==> config.mk <==
export PLATFORM = sky130hd
export DESIGN_NAME = decoder_rr_arbiter_flat
export DESIGN_NICKNAME = d
export VERILOG_FILES = /design/src/rtl/decoder_rr_arbiter_if.sv /design/src/rtl/decoder_rr_arbiter.sv /design/src/flat_wrapper.sv
export SDC_FILE = /design/constraint.sdc
export NUM_CORES = 1
export LEC_CHECK = 0
export BUFFER_PORTS_ARGS = -buffer_cell sky130_fd_sc_hd__buf_2
export CAP_MARGIN = 15
export CORE_ASPECT_RATIO = 1.1
export CORE_UTILIZATION = 29
export CTS_BUF_LIST = sky130_fd_sc_hd__clkbuf_16
export CTS_CLUSTER_SIZE = 25
export DETAILED_ROUTE_END_ITERATION = 12
export PLACE_DENSITY = 0.56
export SLEW_MARGIN = 20
export SYNTH_ARGS = -nofsm -noshare
export SYNTH_HDL_FRONTEND = slang
export SYNTH_SLANG_ARGS = --single-unit
==> constraint.sdc <==
create_clock -name sys_clk -period 4.55 [get_ports sys_clk]
set_clock_uncertainty 0.1 [all_clocks]
set_input_delay 0.91 -clock sys_clk [delete_from_list [all_inputs] [get_ports sys_clk]]
set_output_delay 0.91 -clock sys_clk [all_outputs]
set_load 0.01 [all_outputs]
==> src/rtl/decoder_rr_arbiter_if.sv <==
// ============================================================================
//  Module   : decoder_rr_arbiter_if
//  Purpose  : Bundles the request vector and the decoder-select / grant
//             outputs of decoder_rr_arbiter into one interface.
//  Signals  : req        - request vector, bit i = requester i wants the decoder
//             sel_a/b/c  - decoder select inputs (grant index bits 2/1/0)
//             gnt_valid  - a grant is active this cycle
//             gnt_onehot - one-hot grant mirroring the decoder output
//             gnt_change - pulse on the first cycle of each new grant
//  Modports : master - requester side (drives req)
//             slave  - arbiter side (drives selects and grant outputs)
//  Revision : 1.0 - initial release
// ============================================================================
`default_nettype none

interface decoder_rr_arbiter_if;
  logic [7:0] req;
  logic       sel_a;
  logic       sel_b;
  logic       sel_c;
  logic       gnt_valid;
  logic [7:0] gnt_onehot;
  logic       gnt_change;

  modport master (
    output req,
    input  sel_a, sel_b, sel_c, gnt_valid, gnt_onehot, gnt_change
  );

  modport slave (
    input  req,
    output sel_a, sel_b, sel_c, gnt_valid, gnt_onehot, gnt_change
  );
endinterface

`default_nettype wire

==> src/rtl/decoder_rr_arbiter.sv <==
// ============================================================================
//  Module   : decoder_rr_arbiter
//  Purpose  : Round-robin arbiter sharing a 3-to-8 decoder among 8 requesters.
//             The granted index drives the decoder selects; a registered
//             one-hot grant mirrors the decoder output. Ownership changes
//             always pass through a one-cycle GAP (no grant) so the decoder
//             never switches directly from one line to another.
//  Ports    : sys_clk    - clock, rising edge
//             sys_rst_n  - asynchronous active-low reset
//             bus        - decoder_rr_arbiter_if.slave (req in; sel_a/b/c,
//                          gnt_valid, gnt_onehot, gnt_change out, all
//                          registered)
//  Params   : MAX_HOLD   - max consecutive grant cycles while others wait
//                          (2..31, only with ARB_HOLD_LIMIT_EN)
//             CNT_W      - hold-counter width, 2**CNT_W > MAX_HOLD
//  Options  : `define ARB_HOLD_LIMIT_EN to enable forced release after
//             MAX_HOLD cycles when another requester is waiting.
//  Revision : 1.0 - initial release
// ============================================================================
`default_nettype none

module decoder_rr_arbiter #(
  parameter int MAX_HOLD = 16,
  parameter int CNT_W    = 5
) (
  input  logic                 sys_clk,
  input  logic                 sys_rst_n,
  decoder_rr_arbiter_if.slave  bus
);

  // Reject parameter sets the hold counter cannot represent.
  if ((MAX_HOLD < 2) || (MAX_HOLD > 31) || ((2 ** CNT_W) <= MAX_HOLD)) begin : g_bad_params
    $error("decoder_rr_arbiter: illegal MAX_HOLD/CNT_W combination");
  end

  typedef enum logic [1:0] {
    IDLE  = 2'd0,
    GRANT = 2'd1,
    GAP   = 2'd2
  } state_t;

  state_t     state, state_nxt;
  logic [2:0] idx, idx_nxt;            // current/previous owner, drives selects
  logic [2:0] last_idx, last_idx_nxt;  // round-robin pointer
  logic       valid_q, valid_nxt;
  logic [7:0] onehot_q, onehot_nxt;
  logic       change_q, change_nxt;
  logic [2:0] winner;
  logic [2:0] cand;
  logic       found;
  logic       force_rel;

  // Search upward from last_idx+1; the 3-bit add wraps 7->0, and the final
  // candidate (k=8) is last_idx itself, giving it the lowest priority.
  always_comb begin
    winner = last_idx;
    found  = 1'b0;
    cand   = last_idx;
    for (int k = 1; k <= 8; k++) begin
      cand = last_idx + 3'(k);
      if (!found && bus.req[cand]) begin
        winner = cand;
        found  = 1'b1;
      end
    end
  end

`ifdef ARB_HOLD_LIMIT_EN
  logic [CNT_W-1:0] hold_cnt;
  logic             others_waiting;

  assign others_waiting = |(bus.req & ~(8'd1 << idx));
  assign force_rel      = (hold_cnt == CNT_W'(MAX_HOLD - 1)) && others_waiting;

  // Counts cycles spent in GRANT after the first; cleared on any exit from
  // GRANT so each new owner starts at zero.
  always_ff @(posedge sys_clk or negedge sys_rst_n) begin
    if (!sys_rst_n) begin
      hold_cnt <= '0;
    end else if ((state == GRANT) && (state_nxt == GRANT)) begin
      if (hold_cnt != {CNT_W{1'b1}}) begin
        hold_cnt <= hold_cnt + 1'b1;
      end
    end else begin
      hold_cnt <= '0;
    end
  end
`else
  assign force_rel = 1'b0;
`endif

  always_comb begin
    state_nxt    = state;
    idx_nxt      = idx;
    last_idx_nxt = last_idx;
    valid_nxt    = 1'b0;
    onehot_nxt   = 8'd0;
    change_nxt   = 1'b0;
    case (state)
      IDLE: begin
        if (found) begin
          state_nxt    = GRANT;
          idx_nxt      = winner;
          last_idx_nxt = winner;
          valid_nxt    = 1'b1;
          onehot_nxt   = 8'd1 << winner;
          change_nxt   = 1'b1;
        end
      end
      GRANT: begin
        // Owner release has priority over any other activity on req.
        if (!bus.req[idx] || force_rel) begin
          state_nxt = GAP;
        end else begin
          valid_nxt  = 1'b1;
          onehot_nxt = 8'd1 << idx;
        end
      end
      GAP: begin
        // Selects keep the old index (idx unchanged) so the decoder inputs
        // stay quiet while no grant is active.
        state_nxt = IDLE;
      end
      default: begin
        state_nxt = IDLE;
      end
    endcase
  end

  always_ff @(posedge sys_clk or negedge sys_rst_n) begin
    if (!sys_rst_n) begin
      state    <= IDLE;
      idx      <= 3'd0;
      last_idx <= 3'd7;
      valid_q  <= 1'b0;
      onehot_q <= 8'd0;
      change_q <= 1'b0;
    end else begin
      state    <= state_nxt;
      idx      <= idx_nxt;
      last_idx <= last_idx_nxt;
      valid_q  <= valid_nxt;
      onehot_q <= onehot_nxt;
      change_q <= change_nxt;
    end
  end

  assign bus.sel_a      = idx[2];
  assign bus.sel_b      = idx[1];
  assign bus.sel_c      = idx[0];
  assign bus.gnt_valid  = valid_q;
  assign bus.gnt_onehot = onehot_q;
  assign bus.gnt_change = change_q;

endmodule

`default_nettype wire

==> src/flat_wrapper.sv <==
// flat-port wrapper written by rule: the top's interface ports become plain ports
module decoder_rr_arbiter_flat 
#(
  parameter int MAX_HOLD = 16,
  parameter int CNT_W    = 5
)
  (sys_clk, sys_rst_n, bus_req, bus_sel_a, bus_sel_b, bus_sel_c, bus_gnt_valid, bus_gnt_onehot, bus_gnt_change);
  decoder_rr_arbiter_if bus_i ();
  input  logic sys_clk;
  input  logic sys_rst_n;
  input wire logic [$bits(bus_i.req)-1:0] bus_req;
  output wire logic [$bits(bus_i.sel_a)-1:0] bus_sel_a;
  output wire logic [$bits(bus_i.sel_b)-1:0] bus_sel_b;
  output wire logic [$bits(bus_i.sel_c)-1:0] bus_sel_c;
  output wire logic [$bits(bus_i.gnt_valid)-1:0] bus_gnt_valid;
  output wire logic [$bits(bus_i.gnt_onehot)-1:0] bus_gnt_onehot;
  output wire logic [$bits(bus_i.gnt_change)-1:0] bus_gnt_change;
  assign bus_i.req = bus_req;
  assign bus_sel_a = bus_i.sel_a;
  assign bus_sel_b = bus_i.sel_b;
  assign bus_sel_c = bus_i.sel_c;
  assign bus_gnt_valid = bus_i.gnt_valid;
  assign bus_gnt_onehot = bus_i.gnt_onehot;
  assign bus_gnt_change = bus_i.gnt_change;
  decoder_rr_arbiter #(.MAX_HOLD(MAX_HOLD), .CNT_W(CNT_W)) u_core (.sys_clk(sys_clk), .sys_rst_n(sys_rst_n), .bus(bus_i));
endmodule
# After elaboration in Yosys (flattened, before gate mapping)
# Index checks and enable logic that the tools add are counted.
op_classes:
  shift: 2
  n_lt_le_gt_ge: 9
  n_addsub: 7
  n_mux: 44
  n_eq_ne: 3
  n_reduce_logical: 17
op_table:
  columns: ["op", "n"]
  rows:
  - ["less-than comparator 3 x 4 -> 1 bit (second input constant)", 9]
  - ["binary-select mux 1 bit (select 3 bit)", 9]
  - ["2-to-1 mux 3 bit", 8]
  - ["2-to-1 mux 1 bit", 20]
  - ["2-to-1 mux 8 bit", 2]
  - ["one-hot mux 8 bit (2 select lines)", 1]
  - ["<< shifter 1 x 3 -> 8 bit (first input constant)", 2]
  - ["adder 3 bit (second input constant)", 4]
  - ["logical AND 1 bit", 7]
  - ["zero test 1 bit", 7]
  - ["adder 3 x 2 -> 3 bit (second input constant)", 2]
  - ["2-to-1 mux 2 bit", 2]
  - ["one-hot mux 2 bit (2 select lines)", 1]
  - ["AND reduction 2 bit", 2]
  - ["adder 3 x 1 -> 3 bit (second input constant)", 1]
  - ["equality test 2 x 1 -> 1 bit (second input constant)", 1]
  - ["zero test 2 bit", 1]
  - ["!= test 2 x 1 -> 1 bit (second input constant)", 1]
  - ["!= test 2 bit (second input constant)", 1]
  - ["one-hot mux 1 bit (2 select lines)", 1]
word_totals:
  reg_bits: 18
  in_bits: 10

# Longest topological paths before layout
# Gate-level depths: netlist of run 1.
depth:
  word_depth: 28
  depth_mapped: 15
  depth_no_buf: 10

# Least setup slack after synthesis of run 1
# No wires, ideal clock.
synth_path:
  kind: "reg-to-reg"
  from: "register u_core.last_idx[1]"
  to: "register u_core.onehot_q[3] (netlist: u_core.bus.gnt_onehot[3])"
  path_stages_with_launch: 15
  synth_period_minus_slack_ps: 3601
  arrival_ps: 3358
  slack_ps: 949
  n_path_buf: 4
  path_cell_list: "dfstp_2 > buf_2 > clkbuf_1 > inv_1 > ha_1 > buf_4 > buf_2 > mux2i_1 > mux2i_1 > o221ai_1 > mux2_2 > nor3_1 > a31oi_1 > a21oi_1 > o22ai_1"
synth_via:
  elab_chain_len: 28
  elab_cells_between_ends: 56
synth_rtl:
  columns: ["element", "line_no", "text"]
  rows:
  - ["start, declared", "decoder_rr_arbiter.sv:44", "logic [2:0] last_idx, last_idx_nxt;"]
  - ["start signal, assigned", "decoder_rr_arbiter.sv:141", "last_idx <= last_idx_nxt;"]
  - ["adder 3 x 1 -> 3 bit", "decoder_rr_arbiter.sv:60", "cand = last_idx + 3'(k);"]
  - ["binary-select mux 1 bit (select 3 bit)", "decoder_rr_arbiter.sv:61", "if (!found && bus.req[cand]) begin"]
  - ["2-to-1 mux 1 bit (implied by the code)", "decoder_rr_arbiter.sv:61", null]
  - ["2-to-1 mux 1 bit", "decoder_rr_arbiter.sv:61", null]
  - ["zero test 1 bit", "decoder_rr_arbiter.sv:61", null]
  - ["logical AND 1 bit", "decoder_rr_arbiter.sv:61", null]
  - ["2-to-1 mux 1 bit", "decoder_rr_arbiter.sv:61", null]
  - ["zero test 1 bit", "decoder_rr_arbiter.sv:61", null]
  - ["(+13 left out)", null, null]
  - ["2-to-1 mux 1 bit", "decoder_rr_arbiter.sv:61", null]
  - ["zero test 1 bit", "decoder_rr_arbiter.sv:61", null]
  - ["logical AND 1 bit", "decoder_rr_arbiter.sv:61", null]
  - ["2-to-1 mux 3 bit", "decoder_rr_arbiter.sv:61", null]
  - ["<< shifter 1 x 3 -> 8 bit", "decoder_rr_arbiter.sv:106", "onehot_nxt = 8'd1 << winner;"]
  - ["2-to-1 mux 8 bit (*)", "decoder_rr_arbiter.sv:101", "if (found) begin"]
  - ["one-hot mux 8 bit (2 select lines) (*)", "decoder_rr_arbiter.sv:99", "case (state)"]
  - ["named net u_core.onehot_nxt[3]", "decoder_rr_arbiter.sv:46", "logic [7:0] onehot_q, onehot_nxt;"]
  - ["end signal, assigned", "decoder_rr_arbiter.sv:143", "onehot_q <= onehot_nxt;"]
  - ["end, declared", "decoder_rr_arbiter.sv:46", null]
# The timed path passes the listed nets; every way through them passes the cells marked *. The select of a mux whose other input is x is not followed.
# A chain may end at the register's enable or synchronous reset.

# Final worst setup path of run 1
layout_path:
  from: "register u_core.last_idx[0]"
  to: "register u_core.onehot_q[6] (netlist: u_core.bus.gnt_onehot[6])"
# Same word-level chain as after synthesis.

==> results.py, run 1 <==
metrics = {
    "setup_path": {
        "cp_slowest_stage_delay_ns": 0.72,
        "cp_data_arrival_time_ns": 3.77,
        "crit_type": "register to register",
        "critPathLaunchType": "register",
        "rr_startpoint": "u_core.last_idx[0]$_DFFE_PN1P_",
        "end_kind": "register",
        "crit_path_start": "u_core.last_idx[0]$_DFFE_PN1P_",
        "crit_top_cell": "mux2i_1",
        "cp_max_fo": 16,
        "slowest_stage": "ha_1",
        "worstPathRequired_ns": 4.56,
        "worstPathCellList": "inv_2 -> ha_1 -> mux2i_1 -> mux2i_1 -> o221ai_1 -> mux2_2 -> nor3_1 -> a31oi_1 -> a21oi_1 -> o22ai_1",
    },
    "detailed_routing": {
        "vias_per_cell": 5.58,
        "first_pass_iters": 4,
        "drt-total-wl_mm": 4.34,
        "drtIter0Drc": 97,
        "dr_wl_met3_um": 196,
        "wl_met2_mm": 2.13,
        "wl_per_cell_um": 16.1,
        "top_layer": "met4",
        "vias": 1507,
        "routedLengthMet1_mm": 1.98,
        "antenna_left": 0,
        "drc": 0,
    },
    "sta": {
        "fin_crit_sh_pct": 82.8,
        "slew_violations": 0,
        "slew_headroom_pct": 57.3,
        "finalHoldViolCount": 0,
        "period_needed_ns": 3.77,
        "maxClockFrequency_ghz": 0.265,
        "rsz0062_at_grt": "no",
        "max_slew.worst_pin.slew_ns": 0.640,
        "setup_tns_ns": 0,
        "finalSetupViolCount": 0,
    },
    "synth": {
        "syn-num-nets": 187,
        "yosysSeqAreaShare_pct": 25.7,
        "yosys.area_share.simple_pct": 15.1,
        "netlist_area_sq_um": 1770,
        "async_flop_share_pct": 100,
        "synthAdderAreaFrac_pct": 1.41,
        "synth_top_family_by_area": "multiplexers",
        "ys_warn_count": 0,
        "yosysUniqueCellTypes": 48,
        "synthFlopType": "dfrtp_1",
        "syn_area_per_cell_sq_um": 10.1,
        "synth_seq_cells": 18,
        "synth_common_cells": "16 x mux2i_1, 16 x nand2_1, 15 x dfrtp_1, 15 x mux4_2, 12 x nor2_1",
        "synthTopCellsByArea": "dfrtp_1 21%, mux4_2 19%, mux2i_1 9.1%",
        "synth_top_area_share_pct": 21.2,
        "synth-xor-area-share_pct": 2.90,
        "synthMuxAreaShare_pct": 32.5,
        "syn_inst": 175,
        "synth_edf_count": 0,
        "yosys.area.top_type": "dfrtp_1",
        "synth-compound-area-share_pct": 17.5,
    },
    "cts": {
        "cts.sink_count": 18,
        "htree_levels": 1,
        "clockBufferDepth": 2,
        "cts_buffers": 3,
        "postCtsSetupBuffers": 0,
        "insertion_delay_ns": 0.25,
        "cts_tree": "built",
        "ctsResizeCount": 0,
        "ctsHoldBuffers": 0,
        "clk_pin_slew_worst_paths_ns": 0.05,
        "clockRootBuffer": "clkbuf_16",
    },
    "global_routing": {
        "grt_usage_pct": 13.6,
        "grt_pass1_vias": 1414,
        "grt_max_degree": 23,
        "grt_pass1_wl_mm": 7.09,
        "grt_overflow": 0,
        "grt_antenna_before_repair": 0,
    },
    "placement": {
        "placed_area_sq_um": 1940,
        "port_buffers": 22,
        "hpwlAfterDp_mm": 3.23,
        "dp_cells": 266,
        "gp_congestion": 0.875,
    },
    "layout": {
        "ff_latch_area_sq_um": 454,
        "finalCoreUtilization_pct": 34.5,
        "areaGrowthSynthToFinish_pct": 13.9,
        "drive_above_1_share_pct": 29.0,
        "fillCellCount": 589,
        "final_nets": 206,
        "antennaDiodeCount": 0,
        "design_area_sq_um": 2010,
        "finalNonFillerCells": 270,
        "multi_input_area_sq_um": 1230,
    },
    "hold_path": {
        "hold_class": "input port to async pin",
    },
    "floorplan": {
        "core_area_sq_um": 5840,
        "die_area_sq_um": 6420,
        "die-height_um": 83.9,
        "io_pins": 23,
        "initial_utilization_pct": 30.3,
        "die_x_um": 76.5,
        "rows": 29,
    },
    "flow_run": {
        "cap_violations": 0,
    },
    "outcome": {
        "status": "complete, no violations",
    },
}
cells in the final DEF, fill, tap and decap left out, types with 3 or more instances in the layout:
master and count:
mux2i_1 16, xnor2_1 3, o32ai_1 4, a21oi_1 9, mux4_2 15, dfstp_2 3, buf_2 22, inv_1 9
dfrtp_1 15, nor2_1 12, nand2b_1 3, nand3b_1 3, o22ai_1 6, nand3_1 7, o21ai_0 7, nand2_1 16
clkbuf_16 3, nor2b_1 3
critical path, delay by kind of cell, from the launching register on:
kind,cells,cell delay (ns)
multiplexers,3,0.90
AO/OA/AOI/OAI,4,1.14
AND/OR/NAND/NOR,1,0.14
buffers and inverters,1,0.09
adder cells (fa/ha/maj),1,0.72
flip-flops,1,0.54
state kept, by name, indices dropped and copies added, names as in the netlist:
register	count
u_core.bus.gnt_change	1
u_core.bus.gnt_onehot	8
u_core.bus.gnt_valid	1
u_core.idx	3
u_core.last_idx	3
u_core.state	2
logic make-up after synthesis:
kind of cell	Yosys count
AND/OR/NAND/NOR	51
adder cells (fa/ha/maj)	2
XOR/XNOR	5
multiplexers	36
buffers and inverters	19
AO/OA/AOI/OAI	44
flip-flops	18
through the flow:
stage | hold slack [ns] | worst slack, ns
after floorplan | 0.445 | 0.949
after global placement | 0.452 | 0.804
after detailed placement | 0.470 | 0.793
after CTS | 0.482 | 0.775
after global routing | 0.505 | 0.534
final | 0.484 | 0.781
per-layer routing:
metal | track usage (%) | up-vias
li1 | - | 717
met1 | 18.2 | 743
met2 | 22.7 | 41
met3 | 2.51 | 6
met4 | 2.80 | 0
met5 | 0 | -
cell type report:
type | instances | share of cell area, %
Clock buffer | 3 | 3.73
Clock inverter | 1 | 0.186
Inverter | 9 | 1.68
Multi-Input combinational cell | 138 | 60.9
Sequential cell | 18 | 22.5
Tap cell | 77 | 4.78
Timing Repair Buffer | 24 | 6.21
path summary, 6_finish.rpt:
path / to / slack (ns) / cells past startpoint
hold / removal: u_core.bus.gnt_onehot[1]$_DFF_PN0_ / 0.48 / 1
min in group sys_clk: u_core.idx[2]$_DFFE_PN0P_ / 0.48 / 2
max in group asynchronous: u_core.last_idx[2]$_DFFE_PN1P_ / 3.54 / 1
setup / recovery: u_core.bus.gnt_onehot[6]$_DFF_PN0_ / 0.78 / 10
setup reg to reg: u_core.bus.gnt_onehot[6]$_DFF_PN0_ / 0.78 / 10
hold reg to reg: u_core.idx[2]$_DFFE_PN0P_ / 0.48 / 2
Power of run 1 is left out: the tool's default activity adds up to more than one toggle a clock period on the data nets, which glitch-free logic cannot reach.
==> run 2: changes to the inputs <==
PLACE_DENSITY = 0.57   (was 0.56)
clock period = 3.2 ns   (was 4.55 ns; I/O delays follow)
==> results.py, run 2 (same netlist as run 1, synthesis figures left out) <==
metrics = {
    "cts": {
        "insertion_delay_ns": 0.25,
        "clockRootBuffer": "clkbuf_16",
        "cts_buffers": 3,
        "clockBufferDepth": 2,
        "clk_pin_slew_worst_paths_ns": 0.05,
        "cts.sink_count": 18,
        "htree_levels": 1,
        "postCtsSetupBuffers": 0,
        "cts_tree": "built",
    },
    "setup_path": {
        "r2r_cells": 8,
        "crit_type": "register to register",
        "endpoint": "u_core.bus.gnt_onehot[6]$_DFF_PN0_",
        "critPathLaunchType": "register",
        "cp_max_fo": 22,
        "worstPathRequired_ns": 3.26,
        "rr_startpoint": "u_core.last_idx[2]$_DFFE_PN1P_",
        "r2r-end": "u_core.bus.gnt_onehot[6]$_DFF_PN0_",
        "end_kind": "register",
        "cp_data_arrival_time_ns": 3.09,
        "r2r_slack_ns": 0.16,
        "crit_path_start": "u_core.last_idx[2]$_DFFE_PN1P_",
    },
    "floorplan": {
        "initial_utilization_pct": 30.3,
        "core_area_sq_um": 5840,
        "rows": 29,
        "io_pins": 23,
        "die-height_um": 83.9,
        "die_x_um": 76.5,
        "die_area_sq_um": 6420,
    },
    "layout": {
        "design_area_sq_um": 2150,
        "ff_latch_area_sq_um": 454,
        "fillCellCount": 580,
        "drive_above_1_share_pct": 35.3,
        "layout_common_cells": "22 x buf_2, 15 x mux4_2, 15 x mux2i_1, 15 x nand2_1, 15 x dfrtp_1",
        "final_common_cell": "buf_2",
        "multi_input_area_sq_um": 1300,
        "areaGrowthSynthToFinish_pct": 21.4,
        "antennaDiodeCount": 0,
        "largest_reg_flops": 8,
        "final_nets": 214,
    },
    "placement": {
        "placed_area_sq_um": 2010,
        "gp_congestion": 0.851,
        "port_buffers": 22,
        "hpwlAfterDp_mm": 3.28,
        "pre_cts_slack_ns": 0.0226,
    },
    "global_routing": {
        "grt_usage_pct": 13.9,
        "grt_max_degree": 23,
        "grt_overflow": 0,
        "grt_pass1_vias": 1353,
        "grt_antenna_before_repair": 0,
        "grt_pass1_wl_mm": 7.14,
    },
    "detailed_routing": {
        "drtIter0Drc": 86,
        "wl_met2_mm": 2.09,
        "wl_per_cell_um": 15.9,
        "dr_wl_met3_um": 105,
        "vias": 1546,
        "antenna_left": 0,
        "top_layer": "met4",
        "vias_per_cell": 5.56,
        "drt-total-wl_mm": 4.43,
        "first_pass_iters": 4,
        "routedLengthMet1_mm": 2.21,
        "drc": 0,
    },
    "sta": {
        "slew_violations": 0,
        "maxClockFrequency_ghz": 0.329,
        "slew_headroom_pct": 62.6,
        "max_slew.worst_pin.slew_ns": 0.561,
        "fin_hold_ws_ns": 0.217,
        "fin_crit_sh_pct": 95.0,
        "finalHoldViolCount": 0,
        "finalSetupViolCount": 0,
        "period_needed_ns": 3.04,
        "setup_ws_ns": 0.161,
    },
    "hold_path": {
        "hold_class": "input port to async pin",
    },
    "flow_run": {
        "cap_violations": 0,
    },
    "outcome": {
        "status": "complete, no violations",
    },
}
==> run 2: worst min path at each step <==
stage                                   start                                  to  cells past startpoint
finish                              sys_rst_n  u_core.bus.gnt_onehot[7]$_DFF_PN0_                      1
global route                        sys_rst_n  u_core.bus.gnt_onehot[7]$_DFF_PN0_                      1
CTS                                 sys_rst_n  u_core.bus.gnt_onehot[7]$_DFF_PN0_                      1
detailed placement  u_core.idx[2]$_DFFE_PN0P_           u_core.idx[2]$_DFFE_PN0P_                      2
global placement    u_core.idx[2]$_DFFE_PN0P_           u_core.idx[2]$_DFFE_PN0P_                      2
floorplan                           sys_rst_n     u_core.bus.gnt_change$_DFF_PN0_                      0
==> run 2: layout make-up <==
class | count | area share [%]
inverter | 9 | 1.57
multi-input combinational | 138 | 60.3
tap | 77 | 4.48
timing repair buffer | 32 | 8.79
clock buffer | 3 | 3.49
sequential | 18 | 21.1
clock inverter | 1 | 0.175
==> run 2: critical path: stages, from the launching register on <==
cell      delay [ns]
dfstp_2         0.89
xnor2_1         0.28
mux4_2          0.46
nand4_4         0.14
nor2b_4         0.06
a311o_2         0.37
inv_1           0.28
nand3b_1        0.16
o22ai_1         0.19
==> run 2: routing by layer <==
layer / track usage, % / vias to the layer above
met5: 0 / -
met3: 1.64 / 2
li1: - / 732
met4: 2.62 / 0
met2: 21.3 / 39
met1: 21.0 / 773
==> run 2: through the flow <==
stage	instances	setup TNS (ns)	utilization, %
finish	278	0	36.8
global route	278	-0.00202	36.8
CTS	278	0	35.8
detailed placement	274	0	34.4
global placement	274	0	34.4
floorplan	175	0	-
==> run 2: what timing repair did <==
action	CTS	global route
endpoints found under the setup margin	0	10
resized for setup	0	9
hold buffers	0	0
endpoints found under the hold margin	0	0
Power of run 2 is left out for the same reason.
